File: config.mk
export PLATFORM = sky130hd
export DESIGN_NAME = rom_load_ctrl_flat
export DESIGN_NICKNAME = d
export VERILOG_FILES = /design/src/rtl/rom_load_ctrl_pkg.sv /design/src/rtl/rom_load_ctrl_if.sv /design/src/rtl/rom_load_ctrl_dec.sv /design/src/rtl/rom_load_ctrl.sv /design/src/flat_wrapper.sv
export SDC_FILE = /design/constraint.sdc
export NUM_CORES = 1
export LEC_CHECK = 0
export CELL_PAD_IN_SITES_DETAIL_PLACEMENT = 0
export CELL_PAD_IN_SITES_GLOBAL_PLACEMENT = 1
export CORE_UTILIZATION = 37
export DETAILED_ROUTE_END_ITERATION = 10
export GPL_TIMING_DRIVEN = 1
export PLACE_DENSITY_LB_ADDON = 0.1
export SYNTH_ARGS = -nofsm -noshare
export SYNTH_HDL_FRONTEND = slang
export SYNTH_SLANG_ARGS = --single-unit
export TNS_END_PERCENT = 100
File: constraint.sdc
create_clock -name clk_sys -period 4.2 [get_ports clk_sys]
set_clock_uncertainty 0.05 [all_clocks]
set_input_delay 0.84 -clock clk_sys [delete_from_list [all_inputs] [get_ports clk_sys]]
set_output_delay 0.84 -clock clk_sys [all_outputs]
set_load 0.01 [all_outputs]
File: src/rtl/rom_load_ctrl_pkg.sv
// Shared types and file-index constants for the ROM download sequencer.
package rom_load_pkg;

  typedef enum logic [2:0] {
    ST_IDLE,
    ST_LOAD,
    ST_SETTLE,
    ST_READY,
    ST_ERROR
  } state_t;

  typedef enum logic [1:0] {
    RGN_NONE,
    RGN_MAIN,
    RGN_SND,
    RGN_WAV
  } region_t;

  localparam logic [7:0] IDX_ROM = 8'd0;
  localparam logic [7:0] IDX_MOD = 8'd1;
  localparam logic [7:0] IDX_DIP = 8'd254;

endpackage

File: src/rtl/rom_load_ctrl_if.sv
// ioctl download stream in, ROM RAM write port out.
interface rom_load_ctrl_if;

  logic        ioctl_download;
  logic        ioctl_wr;
  logic [7:0]  ioctl_index;
  logic [24:0] ioctl_addr;
  logic [7:0]  ioctl_dout;

  logic        main_we;
  logic        snd_we;
  logic        wav_we;
  logic [15:0] rom_addr;
  logic [7:0]  rom_data;

  // master: HPS side feeding bytes and observing the RAM writes
  modport master (
    output ioctl_download, ioctl_wr, ioctl_index, ioctl_addr, ioctl_dout,
    input  main_we, snd_we, wav_we, rom_addr, rom_data
  );

  modport slave (
    input  ioctl_download, ioctl_wr, ioctl_index, ioctl_addr, ioctl_dout,
    output main_we, snd_we, wav_we, rom_addr, rom_data
  );

endinterface

File: src/rtl/rom_load_ctrl_dec.sv
// Combinational map of (index, address) onto a ROM region and region-relative address.
module load_region_dec
  import rom_load_pkg::*;
#(
  parameter logic [24:0] MAIN_END = 25'h8000,
  parameter logic [24:0] SND_BASE = 25'hE000,
  parameter logic [24:0] SND_END  = 25'hF000,
  parameter logic [24:0] WAV_BASE = 25'h10000,
  parameter logic [24:0] WAV_END  = 25'h20000
) (
  input  logic [7:0]  index,
  input  logic [24:0] addr,
  output region_t     region,
  output logic [15:0] rel_addr
);

  always_comb begin
    region   = RGN_NONE;
    rel_addr = '0;
    if (index == IDX_ROM) begin
      // 16-bit subtraction is exact because every region fits in 64 KiB
      if (addr < MAIN_END) begin
        region   = RGN_MAIN;
        rel_addr = addr[15:0];
      end else if (addr >= SND_BASE && addr < SND_END) begin
        region   = RGN_SND;
        rel_addr = addr[15:0] - SND_BASE[15:0];
      end else if (addr >= WAV_BASE && addr < WAV_END) begin
        region   = RGN_WAV;
        rel_addr = addr[15:0] - WAV_BASE[15:0];
      end
    end
  end

endmodule

File: src/rtl/rom_load_ctrl.sv
// Download sequencer: decodes ioctl bytes into ROM writes/config latches and gates core reset.
module rom_load_ctrl
  import rom_load_pkg::*;
#(
  parameter logic [24:0] MAIN_END    = 25'h8000,
  parameter logic [24:0] SND_BASE    = 25'hE000,
  parameter logic [24:0] SND_END     = 25'hF000,
  parameter logic [24:0] WAV_BASE    = 25'h10000,
  parameter logic [24:0] WAV_END     = 25'h20000,
  parameter logic [16:0] MIN_BYTES   = 17'h9000,
  parameter int unsigned POST_CYCLES = 1024
) (
  input  logic         clk_sys,
  input  logic         reset,
  rom_load_ctrl_if.slave bus,
  output logic [7:0]   mod_code,
  output logic [7:0]   dip_sw,
  output logic [16:0]  rom_count,
  output logic         core_reset,
  output logic         load_done,
  output logic         load_error
);

  localparam int unsigned CW = (POST_CYCLES > 1) ? $clog2(POST_CYCLES) : 1;
  localparam logic [CW-1:0] SETTLE_LOAD = CW'(POST_CYCLES - 1);

  state_t        state, state_nxt;
  logic [CW-1:0] settle_cnt, settle_nxt;
  logic          dl_q;
  logic          dl_rise, dl_fall, accept;
  region_t       region;
  logic [15:0]   rel_addr;

  logic          main_we_q, snd_we_q, wav_we_q;
  logic [15:0]   rom_addr_q;
  logic [7:0]    rom_data_q;

  load_region_dec #(
    .MAIN_END (MAIN_END),
    .SND_BASE (SND_BASE),
    .SND_END  (SND_END),
    .WAV_BASE (WAV_BASE),
    .WAV_END  (WAV_END)
  ) u_dec (
    .index    (bus.ioctl_index),
    .addr     (bus.ioctl_addr),
    .region   (region),
    .rel_addr (rel_addr)
  );

  assign dl_rise = bus.ioctl_download & ~dl_q;
  assign dl_fall = ~bus.ioctl_download & dl_q;
  // a byte on the falling-edge cycle has download=0 and is dropped here
  assign accept  = (state == ST_LOAD) & bus.ioctl_download & bus.ioctl_wr;

  always_comb begin
    state_nxt  = state;
    settle_nxt = settle_cnt;
    case (state)
      ST_LOAD: begin
        if (dl_fall) begin
          if (rom_count != '0 && rom_count < MIN_BYTES) begin
            state_nxt = ST_ERROR;
          end else begin
            state_nxt  = ST_SETTLE;
            settle_nxt = SETTLE_LOAD;
          end
        end
      end
      ST_SETTLE: begin
        if (settle_cnt == '0) state_nxt = ST_READY;
        else                  settle_nxt = settle_cnt - 1'b1;
      end
      default: ;
    endcase
    if (dl_rise) state_nxt = ST_LOAD;
  end

  always_ff @(posedge clk_sys) begin
    if (reset) begin
      state      <= ST_IDLE;
      settle_cnt <= '0;
      dl_q       <= 1'b0;
      main_we_q  <= 1'b0;
      snd_we_q   <= 1'b0;
      wav_we_q   <= 1'b0;
      rom_addr_q <= '0;
      rom_data_q <= '0;
      rom_count  <= '0;
      mod_code   <= '0;
      dip_sw     <= '0;
    end else begin
      state      <= state_nxt;
      settle_cnt <= settle_nxt;
      dl_q       <= bus.ioctl_download;
      main_we_q  <= accept && region == RGN_MAIN;
      snd_we_q   <= accept && region == RGN_SND;
      wav_we_q   <= accept && region == RGN_WAV;
      if (accept && region != RGN_NONE) begin
        rom_addr_q <= rel_addr;
        rom_data_q <= bus.ioctl_dout;
      end
      if (dl_rise) begin
        rom_count <= '0;
      end else if (accept && bus.ioctl_index == IDX_ROM && rom_count != '1) begin
        rom_count <= rom_count + 1'b1;
      end
      if (accept && bus.ioctl_index == IDX_MOD) mod_code <= bus.ioctl_dout;
      if (accept && bus.ioctl_index == IDX_DIP && bus.ioctl_addr == '0) dip_sw <= bus.ioctl_dout;
    end
  end

  assign bus.main_we  = main_we_q;
  assign bus.snd_we   = snd_we_q;
  assign bus.wav_we   = wav_we_q;
  assign bus.rom_addr = rom_addr_q;
  assign bus.rom_data = rom_data_q;

  assign core_reset = (state != ST_READY);
  assign load_done  = (state == ST_READY);
  assign load_error = (state == ST_ERROR);

endmodule
File: src/flat_wrapper.sv
// flat-port wrapper written by rule: the top's interface ports become plain ports
module rom_load_ctrl_flat import rom_load_pkg::*;
#(
  parameter logic [24:0] MAIN_END    = 25'h8000,
  parameter logic [24:0] SND_BASE    = 25'hE000,
  parameter logic [24:0] SND_END     = 25'hF000,
  parameter logic [24:0] WAV_BASE    = 25'h10000,
  parameter logic [24:0] WAV_END     = 25'h20000,
  parameter logic [16:0] MIN_BYTES   = 17'h9000,
  parameter int unsigned POST_CYCLES = 1024
)
  (clk_sys, reset, mod_code, dip_sw, rom_count, core_reset, load_done, load_error, bus_ioctl_download, bus_ioctl_wr, bus_ioctl_index, bus_ioctl_addr, bus_ioctl_dout, bus_main_we, bus_snd_we, bus_wav_we, bus_rom_addr, bus_rom_data);
  rom_load_ctrl_if bus_i ();
  input  logic clk_sys;
  input  logic reset;
  output logic [7:0] mod_code;
  output logic [7:0] dip_sw;
  output logic [16:0] rom_count;
  output logic core_reset;
  output logic load_done;
  output logic load_error;
  input wire logic [$bits(bus_i.ioctl_download)-1:0] bus_ioctl_download;
  input wire logic [$bits(bus_i.ioctl_wr)-1:0] bus_ioctl_wr;
  input wire logic [$bits(bus_i.ioctl_index)-1:0] bus_ioctl_index;
  input wire logic [$bits(bus_i.ioctl_addr)-1:0] bus_ioctl_addr;
  input wire logic [$bits(bus_i.ioctl_dout)-1:0] bus_ioctl_dout;
  output wire logic [$bits(bus_i.main_we)-1:0] bus_main_we;
  output wire logic [$bits(bus_i.snd_we)-1:0] bus_snd_we;
  output wire logic [$bits(bus_i.wav_we)-1:0] bus_wav_we;
  output wire logic [$bits(bus_i.rom_addr)-1:0] bus_rom_addr;
  output wire logic [$bits(bus_i.rom_data)-1:0] bus_rom_data;
  assign bus_i.ioctl_download = bus_ioctl_download;
  assign bus_i.ioctl_wr = bus_ioctl_wr;
  assign bus_i.ioctl_index = bus_ioctl_index;
  assign bus_i.ioctl_addr = bus_ioctl_addr;
  assign bus_i.ioctl_dout = bus_ioctl_dout;
  assign bus_main_we = bus_i.main_we;
  assign bus_snd_we = bus_i.snd_we;
  assign bus_wav_we = bus_i.wav_we;
  assign bus_rom_addr = bus_i.rom_addr;
  assign bus_rom_data = bus_i.rom_data;
  rom_load_ctrl #(.MAIN_END(MAIN_END), .SND_BASE(SND_BASE), .SND_END(SND_END), .WAV_BASE(WAV_BASE), .WAV_END(WAV_END), .MIN_BYTES(MIN_BYTES), .POST_CYCLES(POST_CYCLES)) u_core (.clk_sys(clk_sys), .reset(reset), .bus(bus_i), .mod_code(mod_code), .dip_sw(dip_sw), .rom_count(rom_count), .core_reset(core_reset), .load_done(load_done), .load_error(load_error));
endmodule
* Yosys cells after proc, flatten, opt, wreduce, memory -nomap -nowiden *
Cells that the tools add are included.

operators by class
  add/subtract/negate cells = 3
  multipliers = 0
  div/mod/pow operators = 0
  $lt $le $gt $ge = 6
  eq/ne operators = 17
  shifts and indexed selects = 0
  mux-type cells = 17
  bitwise logic cells = 6
  reduce and logical (&&, ||, !) cells = 23

operators with widths
  cell                                                                 count
  2-to-1 mux 16 bit                                                    4
  < comparator 25 x 16 -> 1 bit, second input constant                 2
  2-to-1 mux 10 bit                                                    3
  greater-or-equal comparator 25 x 16 -> 1 bit, second input constant  1
  greater-or-equal comparator 25 x 17 -> 1 bit, second input constant  1
  logical NOT 25 bit                                                   1
  < comparator 25 x 18 -> 1 bit, second input constant                 1
  one-hot mux 10 bit (2 select lines)                                  1
  adder 17 x 1 -> 17 bit, second input constant                        1
  < comparator 17 x 16 -> 1 bit, second input constant                 1
  inequality test 17 bit, second input constant                        1
  nonzero test 17 bit                                                  1
  subtractor 16 bit, second input constant                             1
  logical AND 1 bit                                                    12
  logical NOT 10 bit                                                   1
  subtractor 10 x 1 -> 10 bit, second input constant                   1
  2-to-1 mux 3 bit                                                     3
  equality test 8 x 1 -> 1 bit, second input constant                  1
  equality test 8 bit, second input constant                           1
  logical NOT 8 bit                                                    1
  2-to-1 mux 2 bit                                                     4
  equality test 3 x 2 -> 1 bit, second input constant                  2
  inequality test 3 x 1 -> 1 bit, second input constant                2
  one-hot mux 3 bit (2 select lines)                                   1
  15 further kinds                                                     24

word-level totals
  register bits = 74
  bits in latches = 0
  bits in writable memories = 0
  memory bits (read-only) = 0
  input bits = 45
  output and inout port bits = 63
  memories = 0

* Depth between registers and ports, before layout *
Gate-level depths: netlist of the first run.

  depth after elaboration = 8
  depth in mapped cells = 9
  mapped depth without buffers = 8

* Hierarchy *
Synthesis of the first run repeated with hierarchy kept, for this count alone.

unflattened totals
  cells, all modules = 414
  area total of the unflattened synthesis = 3503.4 um2

modules (own cells, without submodules)
  module           times used  cells each  area each (um2)  sequential area each (um2)
  rom_load_ctrl    1           377         3249.4           1481.4
  load_region_dec  1           37          254.0            0.0

* Least setup slack after synthesis of the first run *
OpenSTA, ideal clock, no wires.

  path kind = input port to flip-flop
  start = in bus_ioctl_addr[24]
  end = reg u_core.dip_sw[0]
  library setup time = 0.072 ns
  data arrival time = 2.186 ns
  data required time = 4.078 ns
  slack = 1.892 ns
  cell stages on the path = 4
  buffers on the path = 0
  cell sequence = nor4_1 > nand2_1 > nor4_4 > mux2i_1

on the way
  longest elaborated chain between the ends = 2

ends and longest elaborated chain
  item                    line                  text
  start: declaration      flat_wrapper.sv:25    input wire logic [$bits(bus_i.ioctl_addr)-1:0] bus_ioctl_addr;
  logical NOT 25 bit      rom_load_ctrl.sv:109  if (accept && bus.ioctl_index == IDX_DIP && bus.ioctl_addr == '0) dip_sw <= bus.ioctl_dout;
  logical AND 1 bit       rom_load_ctrl.sv:109
  end signal: assignment  rom_load_ctrl.sv:109
  end: declaration        rom_load_ctrl.sv:17   output logic [7:0] dip_sw,

Every way passes these cells.
A chain may end at the register's enable or synchronous reset.

* Worst setup path in the final report of the first run *
  start = in bus_ioctl_index[5]
  end = reg u_core.rom_count[15]

on the way
  longest elaborated chain between the ends = 3

ends and longest elaborated chain
  item                            line                  text
  start: declaration              flat_wrapper.sv:24    input wire logic [$bits(bus_i.ioctl_index)-1:0] bus_ioctl_index;
  logical NOT 8 bit               rom_load_ctrl.sv:105  end else if (accept && bus.ioctl_index == IDX_ROM && rom_count != '1) begin
  logical AND 1 bit (2 in a row)  rom_load_ctrl.sv:105
  end signal: assignment          rom_load_ctrl.sv:106  rom_count <= rom_count + 1'b1;
  end: declaration                rom_load_ctrl.sv:18   output logic [16:0] rom_count,

Every way passes these cells.

==> run summary, run 1 <==
The run finished with clean final reports. In the synthesized netlist the dominant register cell turns out to be sky130_fd_sc_hd__dfxtp_1. The number of enable-type register cells in the synthesized netlist came out at 0.

The total number of clock tree sinks came out at between 70 and 80. The maximum fanout count along the critical path is 26. Once layout is complete, the utilization of the core stands at 0.537. The fraction of final layout cells sized beyond drive strength 1 came out at 0.0702. The total global routing overflow came out at 0. The master of the slowest instance on the critical path is sky130_fd_sc_hd__nand4_2. The average instance in the mapped netlist occupies between 8 and 9 sq um.

The combined global-route utilization of all metal layers came out at 0.204. STA classifies the critical path endpoint as a flip-flop. The detailed router finished its first iteration with ~110 violations.

From left edge to right edge, the die measures between 100 and 150 um. The number of optimization iterations in the first detailed-route pass is 4. The mapped netlist covers 3570 sq um. In this run the cell area measured after placement is around 4700 sq um. The congestion estimate from routability-driven global placement came to approximately 0.77. Setup repair after global routing left no endpoint under its margin. Dividing the detail-routed wire length by the instance count gives 15.7 um. The CTS tree is done.

The number of setup buffers added after CTS is 0. The cell leakage power came out at approximately 1.7 nW. Registers take ~1500 sq um. The clock-pin slew of the registers on the worst-case setup and hold paths came out at ~0.080 ns. The sum of buffers and inverters on the critical path came out at 1. The peak ir drop on the vdd network came out at between 0.1 and 0.15 mV.

The worst hold path begins at u_core.dip_sw[6]. For this configuration, the core starts out at a cell density of 0.384. In this run the critical register-to-register path is captured at u_core.rom_count[15]. The number of nets still failing antenna checks after routing came out at 0. The number of hold buffers added after CTS was 0. The clock latency on the worst-skew pair is around 0.35 ns. Of the synthesized area, sequential elements account for 0.415. Counting every net in the synthesized netlist gives around 460. The initial antenna violation count came to 0.

After legalization and detailed placement, the total HPWL measured a little under 7000 um. The post-synthesis to final-layout area growth came out at 39.6%. The count of cells along the worst hold path came out at 2.

Clock tree synthesis inserted a total of 9 buffers. The setup violation total in the final timing report came out at 0. For this run, design rule violations remaining after detail routing come to 0.

For hold timing, the worst endpoint is u_core.dip_sw[6]. The share of the clock period used by the worst path after layout came out at 0.723. The slew of the pin with the lowest slew margin is approximately 1.1 ns. The H-tree depth came out at 3.

In the final layout, the multi-input gates occupy 1920 sq um. The min-delay analysis places its worst path in the category flip-flop to flip-flop. The floorplan has 35 rows. The max-slew headroom at the worst pin came out at 0.279.

The routed layout has 3466 vias. The reg-to-reg startpoint is u_core.rom_count[6]. The kind of launch point of the worst setup path is an input pin. Counting the fill cells in the layout gives 927. The total negative setup slack is 0 ns. For this run, the slowest stage of the critical path takes between 0.6 and 0.7 ns. 0 antenna diodes ended up in the layout. The number of standard cells in the final layout excluding fillers is approximately 640. Entering global routing, the biggest net connects 48 pins. Grouping stages by cell kind, the critical path spends the most delay in simple AND/OR/NAND/NOR gates. The critical path class is input pin to flip-flop. The arrival time reported for the critical path endpoint came out at 3.27 ns.

The number of input and output port buffers inserted is between 100 and 150. The share of async-settable or async-resettable flops after synthesis is 0. The number of nets at the end of the flow is 558. The number of placed I/O pins is about 110.

Counting along the longest clock path gives a buffer depth of 2. In this run the clock root is driven by a sky130_fd_sc_hd__clkbuf_8. The minimum setup slack among reg-to-reg paths came out at around 1.3 ns. The synthesized netlist cell count came out at 407. The design area came out at about 5000 sq um.

Traced cell by cell, the critical path runs through clkdlybuf4s50_1 -> nor4_4 -> nand4_2 -> nor4_1 -> mux2i_1. The minimum clock period after layout came out at 3.04 ns. The max-slew violation count was 0. The total wire length is 10100 um. The die is 100 um tall. The via count of the first global-routing pass is ~3400. The count of different cell masters after synthesis came out at approximately 60. The die covers between 10000 and 15000 sq um. The critical path depth is 5. The number of gates given a new drive strength after cts is 0. During synthesis, Yosys emitted a total of 0 warnings. In this run, synthesis produced a sequential element count of 74. The ratio of routed vias to standard cells came out at around 5.4. Dividing total power by cell area gives a power density of just over 300 nW/um^2. The max-capacitance violation count came out at 0. The count of final hold-check violations is 0. The placeable core region came out at slightly above 9000 sq um. The number of cells on the worst reg-to-reg path is 8. The post-placement cell count came out at approximately 630. The maximum achievable frequency came out at about 330 MHz. The wire length of the first global-routing pass came out at between 15000 and 20000 um. The required time at the endpoint of the critical path came out at about 4.4 ns.
worst register-to-register path, stage by stage (launching register included):
cell	delay, ns
sky130_fd_sc_hd__dfxtp_1	0.36
sky130_fd_sc_hd__and4_1	0.26
sky130_fd_sc_hd__nand3_1	0.20
sky130_fd_sc_hd__nor3_1	0.09
sky130_fd_sc_hd__ha_1	0.20
sky130_fd_sc_hd__nor4bb_1	0.34
sky130_fd_sc_hd__nand4_2	0.58
sky130_fd_sc_hd__nor4_1	0.56
sky130_fd_sc_hd__mux2i_1	0.21
cells in the mapped netlist, types with 2 or more instances:
master / instances / area, sq um
sky130_fd_sc_hd__or3b_2: 2 / 17.5
sky130_fd_sc_hd__nor3b_1: 3 / 22.5
sky130_fd_sc_hd__and2_1: 3 / 18.8
sky130_fd_sc_hd__a21oi_1: 31 / 155
sky130_fd_sc_hd__clkbuf_1: 14 / 52.6
sky130_fd_sc_hd__or4_1: 2 / 15.0
sky130_fd_sc_hd__or2_2: 2 / 12.5
sky130_fd_sc_hd__nor4_4: 2 / 42.5
sky130_fd_sc_hd__nand4_2: 2 / 25.0
sky130_fd_sc_hd__a31oi_1: 2 / 12.5
sky130_fd_sc_hd__o21ai_0: 31 / 155
sky130_fd_sc_hd__o31ai_1: 2 / 15.0
sky130_fd_sc_hd__nand3b_1: 2 / 15.0
sky130_fd_sc_hd__nand3_1: 28 / 140
sky130_fd_sc_hd__nor3_1: 7 / 35.0
sky130_fd_sc_hd__or3_1: 14 / 87.6
sky130_fd_sc_hd__nand2b_1: 3 / 18.8
sky130_fd_sc_hd__nor2b_1: 2 / 12.5
sky130_fd_sc_hd__inv_1: 15 / 56.3
sky130_fd_sc_hd__buf_2: 6 / 30.0
sky130_fd_sc_hd__nor4_1: 16 / 100
sky130_fd_sc_hd__mux2i_1: 23 / 230
sky130_fd_sc_hd__nor4b_1: 4 / 35.0
sky130_fd_sc_hd__o311ai_0: 8 / 70.1
sky130_fd_sc_hd__dfxtp_1: 74 / 1480
sky130_fd_sc_hd__and4b_1: 3 / 30.0
sky130_fd_sc_hd__nand2_1: 46 / 173
sky130_fd_sc_hd__ha_1: 5 / 62.6
sky130_fd_sc_hd__nand4_1: 7 / 43.8
sky130_fd_sc_hd__o41ai_1: 9 / 78.8
sky130_fd_sc_hd__nor2_1: 9 / 33.8
sky130_fd_sc_hd__and4_1: 3 / 26.3
layout by cell type, fill, tap and decap left out, types with 9 or more instances in the layout:
| cell | count |
|---|---|
| sky130_fd_sc_hd__clkdlybuf4s50_1 | 107 |
| sky130_fd_sc_hd__dfxtp_1 | 74 |
| sky130_fd_sc_hd__nand2_1 | 46 |
| sky130_fd_sc_hd__o21ai_0 | 31 |
| sky130_fd_sc_hd__a21oi_1 | 31 |
| sky130_fd_sc_hd__nand3_1 | 28 |
| sky130_fd_sc_hd__mux2i_1 | 23 |
| sky130_fd_sc_hd__nor4_1 | 16 |
| sky130_fd_sc_hd__inv_1 | 15 |
| sky130_fd_sc_hd__or3_1 | 14 |
| sky130_fd_sc_hd__nor2_1 | 9 |
| sky130_fd_sc_hd__o41ai_1 | 9 |
| sky130_fd_sc_hd__clkbuf_8 | 9 |
report_power, final:
part | leakage (nW) | internal [mW] | total [mW] | switching, mW
Combinational | 1.01 | 0.0625 | 0.124 | 0.0616
Clock | 0.124 | 0.401 | 0.696 | 0.295
Sequential | 0.597 | 0.706 | 0.712 | 0.00583
stage by stage:
step	setup WS (ns)	power (mW)	hold slack, ns
floorplan	1.89	0.785	0.390
global placement	0.843	0.850	0.394
detailed placement	0.771	0.851	0.402
CTS	1.16	1.55	0.420
global route	0.978	1.59	0.438
finish	1.16	1.53	0.414
how the worst max path moves through the flow:
stage                                  start                   end
after floorplan           bus_ioctl_addr[24]      u_core.dip_sw[0]
after global placement    bus_ioctl_index[5]  u_core.rom_count[15]
final                     bus_ioctl_index[5]  u_core.rom_count[15]
after global routing      bus_ioctl_index[5]  u_core.rom_count[15]
after detailed placement  bus_ioctl_index[5]   u_core.rom_count[6]
after CTS                 bus_ioctl_index[5]   u_core.rom_count[6]
registers in the layout (all words and copies together) (netlist names), 3 cells and up:
name                 cells
u_core.rom_count        17
u_core.state             3
u_core.dip_sw            8
u_core.mod_code          8
u_core.bus.rom_addr     16
u_core.settle_cnt       10
u_core.bus.rom_data      8
logic make-up (layout without fill, tap and decap cells):
kind of cell	count (synthesis)	in the layout	synth area share
buffers and inverters	38	144	0.0473
adder cells (fa/ha/maj)	5	5	0.0175
AO/OA/AOI/OAI	97	97	0.174
XOR/XNOR	1	1	0.00245
AND/OR/NAND/NOR	169	169	0.279
multiplexers	23	23	0.0645
flip-flops	74	74	0.415
layer usage:
layer | track usage | share of wire
met1 | 0.271 | 0.48
met2 | 0.330 | 0.46
met5 | 0 | 0
met4 | 0.0702 | 0.013
met3 | 0.0411 | 0.051
cell type report:
cell class | count | share of cell area
multi-input combinational | 295 | 0.385
sequential | 74 | 0.297
timing repair buffer | 113 | 0.224
tap | 129 | 0.0324
clock inverter | 7 | 0.0251
clock buffer | 9 | 0.0249
inverter | 15 | 0.0113
Power figures use the tool's default switching activity.
==> inputs of run 2 (changes only) <==
--- a/config.mk
+++ b/config.mk
@@ -7,7 +7,7 @@
 export LEC_CHECK = 0
 export CELL_PAD_IN_SITES_DETAIL_PLACEMENT = 0
 export CELL_PAD_IN_SITES_GLOBAL_PLACEMENT = 1
-export CORE_UTILIZATION = 37
+export CORE_UTILIZATION = 34
 export DETAILED_ROUTE_END_ITERATION = 10
 export GPL_TIMING_DRIVEN = 1
 export PLACE_DENSITY_LB_ADDON = 0.1
==> constraint.sdc (replaced) <==
create_clock -name clk_sys -period 2.9 [get_ports clk_sys]
set_clock_uncertainty 0.05 [all_clocks]
set_input_delay 0.58 -clock clk_sys [delete_from_list [all_inputs] [get_ports clk_sys]]
set_output_delay 0.58 -clock clk_sys [all_outputs]
set_load 0.01 [all_outputs]
==> run summary, run 2 (synthesis gave the netlist of run 1 again) <==
The run finished with clean final reports. The number of gates given a new drive strength after cts is 0. Wires add up to just over 10000 um. The library cells used most frequently in the layout, excluding fill and tap cells, are sky130_fd_sc_hd__clkdlybuf4s50_1, sky130_fd_sc_hd__dfxtp_1, sky130_fd_sc_hd__nand2_1. The routed design could run at a clock period as short as 2.51 ns. The worst setup path is launched from a flip-flop.

The required time at the endpoint of the critical path came out at between 3 and 4 ns. For this configuration, the core starts out at a cell density of 0.349. The global placer's final weighted congestion is 0.763.

After clock tree synthesis, the setup repair step added 0 buffers. The net count of the finished layout is around 570. The final HPWL from detailed placement is roughly 7400 um.

The total vias in the final route is between 3000 and 4000. VDD sags by at most roughly 0.25 mV. The initial antenna violation count came to 0. The register name with the most flops is u_core.rom_count. The detail-routed net length per standard cell is ~16 um.

The number of nets still failing antenna checks after routing is 0. At the pin with the least slew margin, the transition time is approximately 0.64 ns. By startpoint and endpoint, the worst setup path is classified as flip-flop to flip-flop.

TritonCTS created 9 clock buffers. The first global-routing pass estimated 17100 um of wire. The die covers roughly 11000 sq um.

Data arrives at the worst endpoint at between 2 and 3 ns. The number of standard cells in the final layout excluding fillers is between 600 and 700. Of all nets on the critical path, the largest fanout is 26.

The maximum achievable frequency is about 400 MHz. The count of unresolved DRC violations after routing came out at 0. Using the TritonRoute via totals, the vias-per-cell ratio works out to around 5.4.

The highest layer used for signal routing is met4. In the detailed route, the total length drawn on met2 is between 4000 and 5000 um. The total negative setup slack is 0 ns. The root buffer cell chosen for the clock tree is sky130_fd_sc_hd__clkbuf_8. The count of cells along the worst hold path came out at 2.

The post-synthesis to final-layout area growth came out at 41.8%. The cell leakage power came out at 1.78 nW. The total power consumption of the routed design came out at roughly 2.2 mW. The maximum number of pins on one net before global-route repair came out at 29. 0 antenna diodes ended up in the layout. The violation count after the first detailed-route iteration came out at between 100 and 150. The number of cells on the worst reg-to-reg path came out at 9. The total number of clock tree sinks came out at between 70 and 80. The fraction of final layout cells sized beyond drive strength 1 is 0.0862. The register with the most flip-flops in the layout has 17 of them. The CTS tree is done.

The die height is 104 um. The clock-pin slew of the registers on the worst-case setup and hold paths is around 0.09 ns. The share of the clock period used by the worst path after layout came out at 0.865. The min-delay analysis places its worst path in the category flip-flop to flip-flop. The total global routing overflow is 0. The met3 wire length is slightly below 600 um. The placeable core region is 10200 sq um. Setup repair after global routing left no endpoint under its margin. The count of final hold-check violations is 0. The via count of the first global-routing pass was around 3400. The maximum buffer depth of the clock tree is 2.

The combined global-route utilization of all metal layers came out at 0.194. The H-tree depth is 3. The leading cell type in the layout, fill and taps excluded is sky130_fd_sc_hd__clkdlybuf4s50_1. The number of optimization iterations in the first detailed-route pass is 4.

The max-slew violation count was 0. The number of buffers inserted for hold repair after clock tree synthesis came out at 0. Power spread over the standard cell area amounts to between 400 and 500 nW/um^2.

In the final routing, the length of wire on met1 measures around 4700 um. The max-slew headroom at the worst pin is 0.574. The number of placed I/O pins came out at 108. The number of input and output port buffers inserted is 107. The clock latency on the worst-skew pair is about 0.35 ns. The post-placement cell count is around 640. The horizontal extent of the die is around 100 um. Max-cap violations in this run came to 0. The worst setup path is captured at a flip-flop. The final cell utilization of the core came out at 0.494. The number of standard-cell rows in the floorplan is 37.

The setup violation total in the final timing report is 0.
[run 2: critical path, stage by stage, from the launching register on]
cell	delay (ns)
sky130_fd_sc_hd__dfxtp_1	0.36
sky130_fd_sc_hd__and4_1	0.25
sky130_fd_sc_hd__nand3_1	0.20
sky130_fd_sc_hd__nor3_1	0.10
sky130_fd_sc_hd__ha_1	0.19
sky130_fd_sc_hd__nor4bb_1	0.32
sky130_fd_sc_hd__nand4_2	0.13
sky130_fd_sc_hd__buf_4	0.25
sky130_fd_sc_hd__nor4_1	0.38
sky130_fd_sc_hd__mux2i_1	0.22
[run 2: layer usage]
metal / GRT usage / vias to the layer above
met1: 0.257 / 1684
met2: 0.312 / 115
met4: 0.0684 / 0
met5: 0 / -
li1: - / 1749
met3: 0.0395 / 8
[run 2: path summary, 6_finish.rpt]
check                                         start             endpoint  slack [ns]
worst max-delay path            u_core.rom_count[5]  u_core.rom_count[7]        0.39
worst min-delay path             u_core.mod_code[6]   u_core.mod_code[6]        0.41
worst max register to register  u_core.rom_count[5]  u_core.rom_count[7]        0.39
worst min register to register   u_core.mod_code[6]   u_core.mod_code[6]        0.41
[run 2: layout make-up]
cell class                 instances  area (sq um)
clock buffer                       9           124
clock inverter                     7           125
fill                            1006          5170
inverter                          15          56.3
multi-input combinational        295          1920
sequential                        74          1480
tap                              136           170
timing repair buffer             122          1180
[run 2: where the power goes]
part | switching (mW) | internal (mW) | leakage (nW)
logic | 0.0913 | 0.0937 | 1.05
clock network | 0.424 | 0.581 | 0.124
registers | 0.00817 | 1.02 | 0.597
[run 2: through the flow]
step / hold WS (ns) / instance area (sq um) / worst slack (ns)
finish: 0.411 / 5060 / 0.392
global route: 0.438 / 5060 / 0.223
CTS: 0.415 / 5060 / 0.397
detailed placement: 0.402 / 4810 / 0.295
global placement: 0.393 / 4810 / 0.303
floorplan: 0.390 / 3570 / 0.631
==> inputs of run 3 (changes only) <==
--- a/config.mk
+++ b/config.mk
@@ -10,7 +10,8 @@
 export CORE_UTILIZATION = 34
 export DETAILED_ROUTE_END_ITERATION = 10
 export GPL_TIMING_DRIVEN = 1
-export PLACE_DENSITY_LB_ADDON = 0.1
+export MAX_ROUTING_LAYER = met4
+export PLACE_DENSITY = 0.86
 export SYNTH_ARGS = -nofsm -noshare
 export SYNTH_HDL_FRONTEND = slang
 export SYNTH_SLANG_ARGS = --single-unit
==> run summary, run 3 (synthesis gave the netlist of run 1 again) <==
The run finished with clean final reports. The cell area power density came out at between 400 and 500 nW/um^2. The count of final hold-check violations is 0. Setup repair after global routing left no endpoint under its margin. The total number of clock tree sinks is 74. The reg-to-reg startpoint is u_core.rom_count[5].

The slew of the pin with the lowest slew margin is approximately 0.66 ns. Across the run, the number of max-cap violations was 0. The critical path is of the flip-flop to flip-flop type. The antenna diode instance count came out at 0. The CTS tree is done.

The minimum clock period after layout is between 2 and 3 ns. The worst setup path is launched from a flip-flop. In this run the clock root is driven by a sky130_fd_sc_hd__clkbuf_8.

The initial core utilization came out at 0.349. After clock tree synthesis, the clock-pin slew on the worst setup and hold paths is around 0.080 ns. The violation count after the first detailed-route iteration is approximately 240. Post-CTS repair changed the size of 0 cells. The number of buffers inserted for hold repair after clock tree synthesis is 0. The capturing element type of the critical path is a flip-flop. The placeable core region is about 10000 sq um. Before CTS, the worst setup slack after placement is about 0.37 ns. No sink is reached through more buffers than the 2 on the longest clock path. The setup violation total in the final timing report is 0. The via count of the first global-routing pass is roughly 3500.

After global routing the overflow that remains totals 0. The final HPWL from detailed placement came out at roughly 7600 um. The congestion estimate from routability-driven global placement came to roughly 0.8. The horizontal extent of the die is between 100 and 150 um. The startpoint of the worst hold path is u_core.dip_sw[7]. The total negative setup slack is 0 ns.

The detail-routed net length per standard cell is around 16 um. The share of the clock period used by the worst path after layout came out at 0.872. At the later pin of the worst-skew pair, clock insertion delay measures between 0.3 and 0.4 ns. The final layout contains routed wiring with a total length of 10400 um. For this design the static power due to leakage is between 1.5 and 2 nW. The final worst setup slack is between 0.3 and 0.4 ns. The maximum achievable frequency came out at about 400 MHz. The die height came out at 104 um. The number of nets still failing antenna checks after routing is 0. The combined global-route utilization of all metal layers came out at 0.197. The post-synthesis to final-layout area growth came out at 41.9%. The number of nets at the end of the flow is around 570. In the routed layout, each cell is associated on average with a via count of between 5 and 6. The number of buffers created by CTS is 9.

The first detailed-routing pass ran for 5 iterations. The number of standard-cell rows in the floorplan came out at 37. The wire length of the first global-routing pass is about 17000 um. The library cells used most frequently in the layout, excluding fill and tap cells, are sky130_fd_sc_hd__clkdlybuf4s50_1, sky130_fd_sc_hd__dfxtp_1, sky130_fd_sc_hd__nand2_1. Detailed routing inserted a total of roughly 3600 vias. The number of input and output port buffers inserted came out at about 110. The max-slew headroom at the worst pin came out at 0.560. The number of standard cells in the final layout excluding fillers is between 600 and 700. With fillers left out, the area of the finished cells amounts to between 5000 and 6000 sq um.

The arrival time reported for the critical path endpoint came out at 2.69 ns. Along the worst path, the maximum fanout reaches 26. The number of placed I/O pins is roughly 110.

The count of unresolved DRC violations after routing came out at 0. The clock tree synthesis step divided the H-tree into 3 levels. The fraction of final layout cells sized beyond drive strength 1 came out at 0.0880. The flip-flop count of the largest register, all copies and words added came out at 17. The register name with the most flops is u_core.rom_count. The post-placement cell count is around 640. The die covers around 11000 sq um. The placed cell area came out at 4820 sq um. The initial antenna violation count was 0. The number of setup buffers added after CTS is 0. The library cell used most frequently in the layout, excluding fill and tap cells, is sky130_fd_sc_hd__clkdlybuf4s50_1. Entering global routing, the biggest net connects 31 pins. The peak ir drop on the vdd network came out at 0.246 mV. Tracing the worst setup path back leads to its startpoint at u_core.rom_count[5]. The max-slew violation count is 0. The required time at the endpoint of the critical path is 3.06 ns. In this run the worst hold path is classified as flip-flop to flip-flop.
[run 3: cell types whose count changed in the layout (fill, tap and decap cells not counted)]
cell / delta
sky130_fd_sc_hd__inv_6: -2
sky130_fd_sc_hd__clkinv_4: +1
sky130_fd_sc_hd__buf_4: +2
[run 3: where the power goes]
part           switching, mW  internal, mW
sequential           0.00846          1.02
combinational         0.0913        0.0954
clock                  0.389         0.571
total                  0.488          1.69
[run 3: layout make-up]
cell class	count	area, sq um
timing repair buffer	124	1200
clock inverter	6	116
tap	136	170
fill	955	5170
multi-input combinational	295	1920
sequential	74	1480
clock buffer	9	124
inverter	15	56.3
[run 3: path summary, 6_finish.rpt]
kind / end / slack [ns] / cells past startpoint
worst max-delay path: u_core.rom_count[12] / 0.37 / 9
worst min-delay path: u_core.dip_sw[7] / 0.41 / 2
worst max register to register: u_core.rom_count[12] / 0.37 / 9
worst min register to register: u_core.dip_sw[7] / 0.41 / 2
[run 3: per-layer routing]
metal	GRT usage	part of all wire	vias to the layer above
li1	-	-	1759
met1	0.247	0.44	1716
met2	0.317	0.49	124
met3	0.0432	0.058	8
met4	0.0612	0.012	0
met5	-	0	-
[run 3: critical path: stages, from the launching register on]
cell and delay [ns]:
sky130_fd_sc_hd__dfxtp_1 0.36, sky130_fd_sc_hd__and4_1 0.25, sky130_fd_sc_hd__nand3_1 0.21, sky130_fd_sc_hd__nor3_1 0.10, sky130_fd_sc_hd__ha_1 0.18, sky130_fd_sc_hd__nor4bb_1 0.35, sky130_fd_sc_hd__nand4_2 0.13, sky130_fd_sc_hd__buf_4 0.25
sky130_fd_sc_hd__o311ai_0 0.36, sky130_fd_sc_hd__o41ai_1 0.14
[run 3: stage by stage]
stage               hold WS [ns]  total power, mW  utilization
floorplan                  0.390             1.14            -
global placement           0.395             1.24        0.472
detailed placement         0.404             1.24        0.472
CTS                        0.416             2.20        0.495
global route               0.436             2.26        0.495
finish                     0.413             2.18        0.495
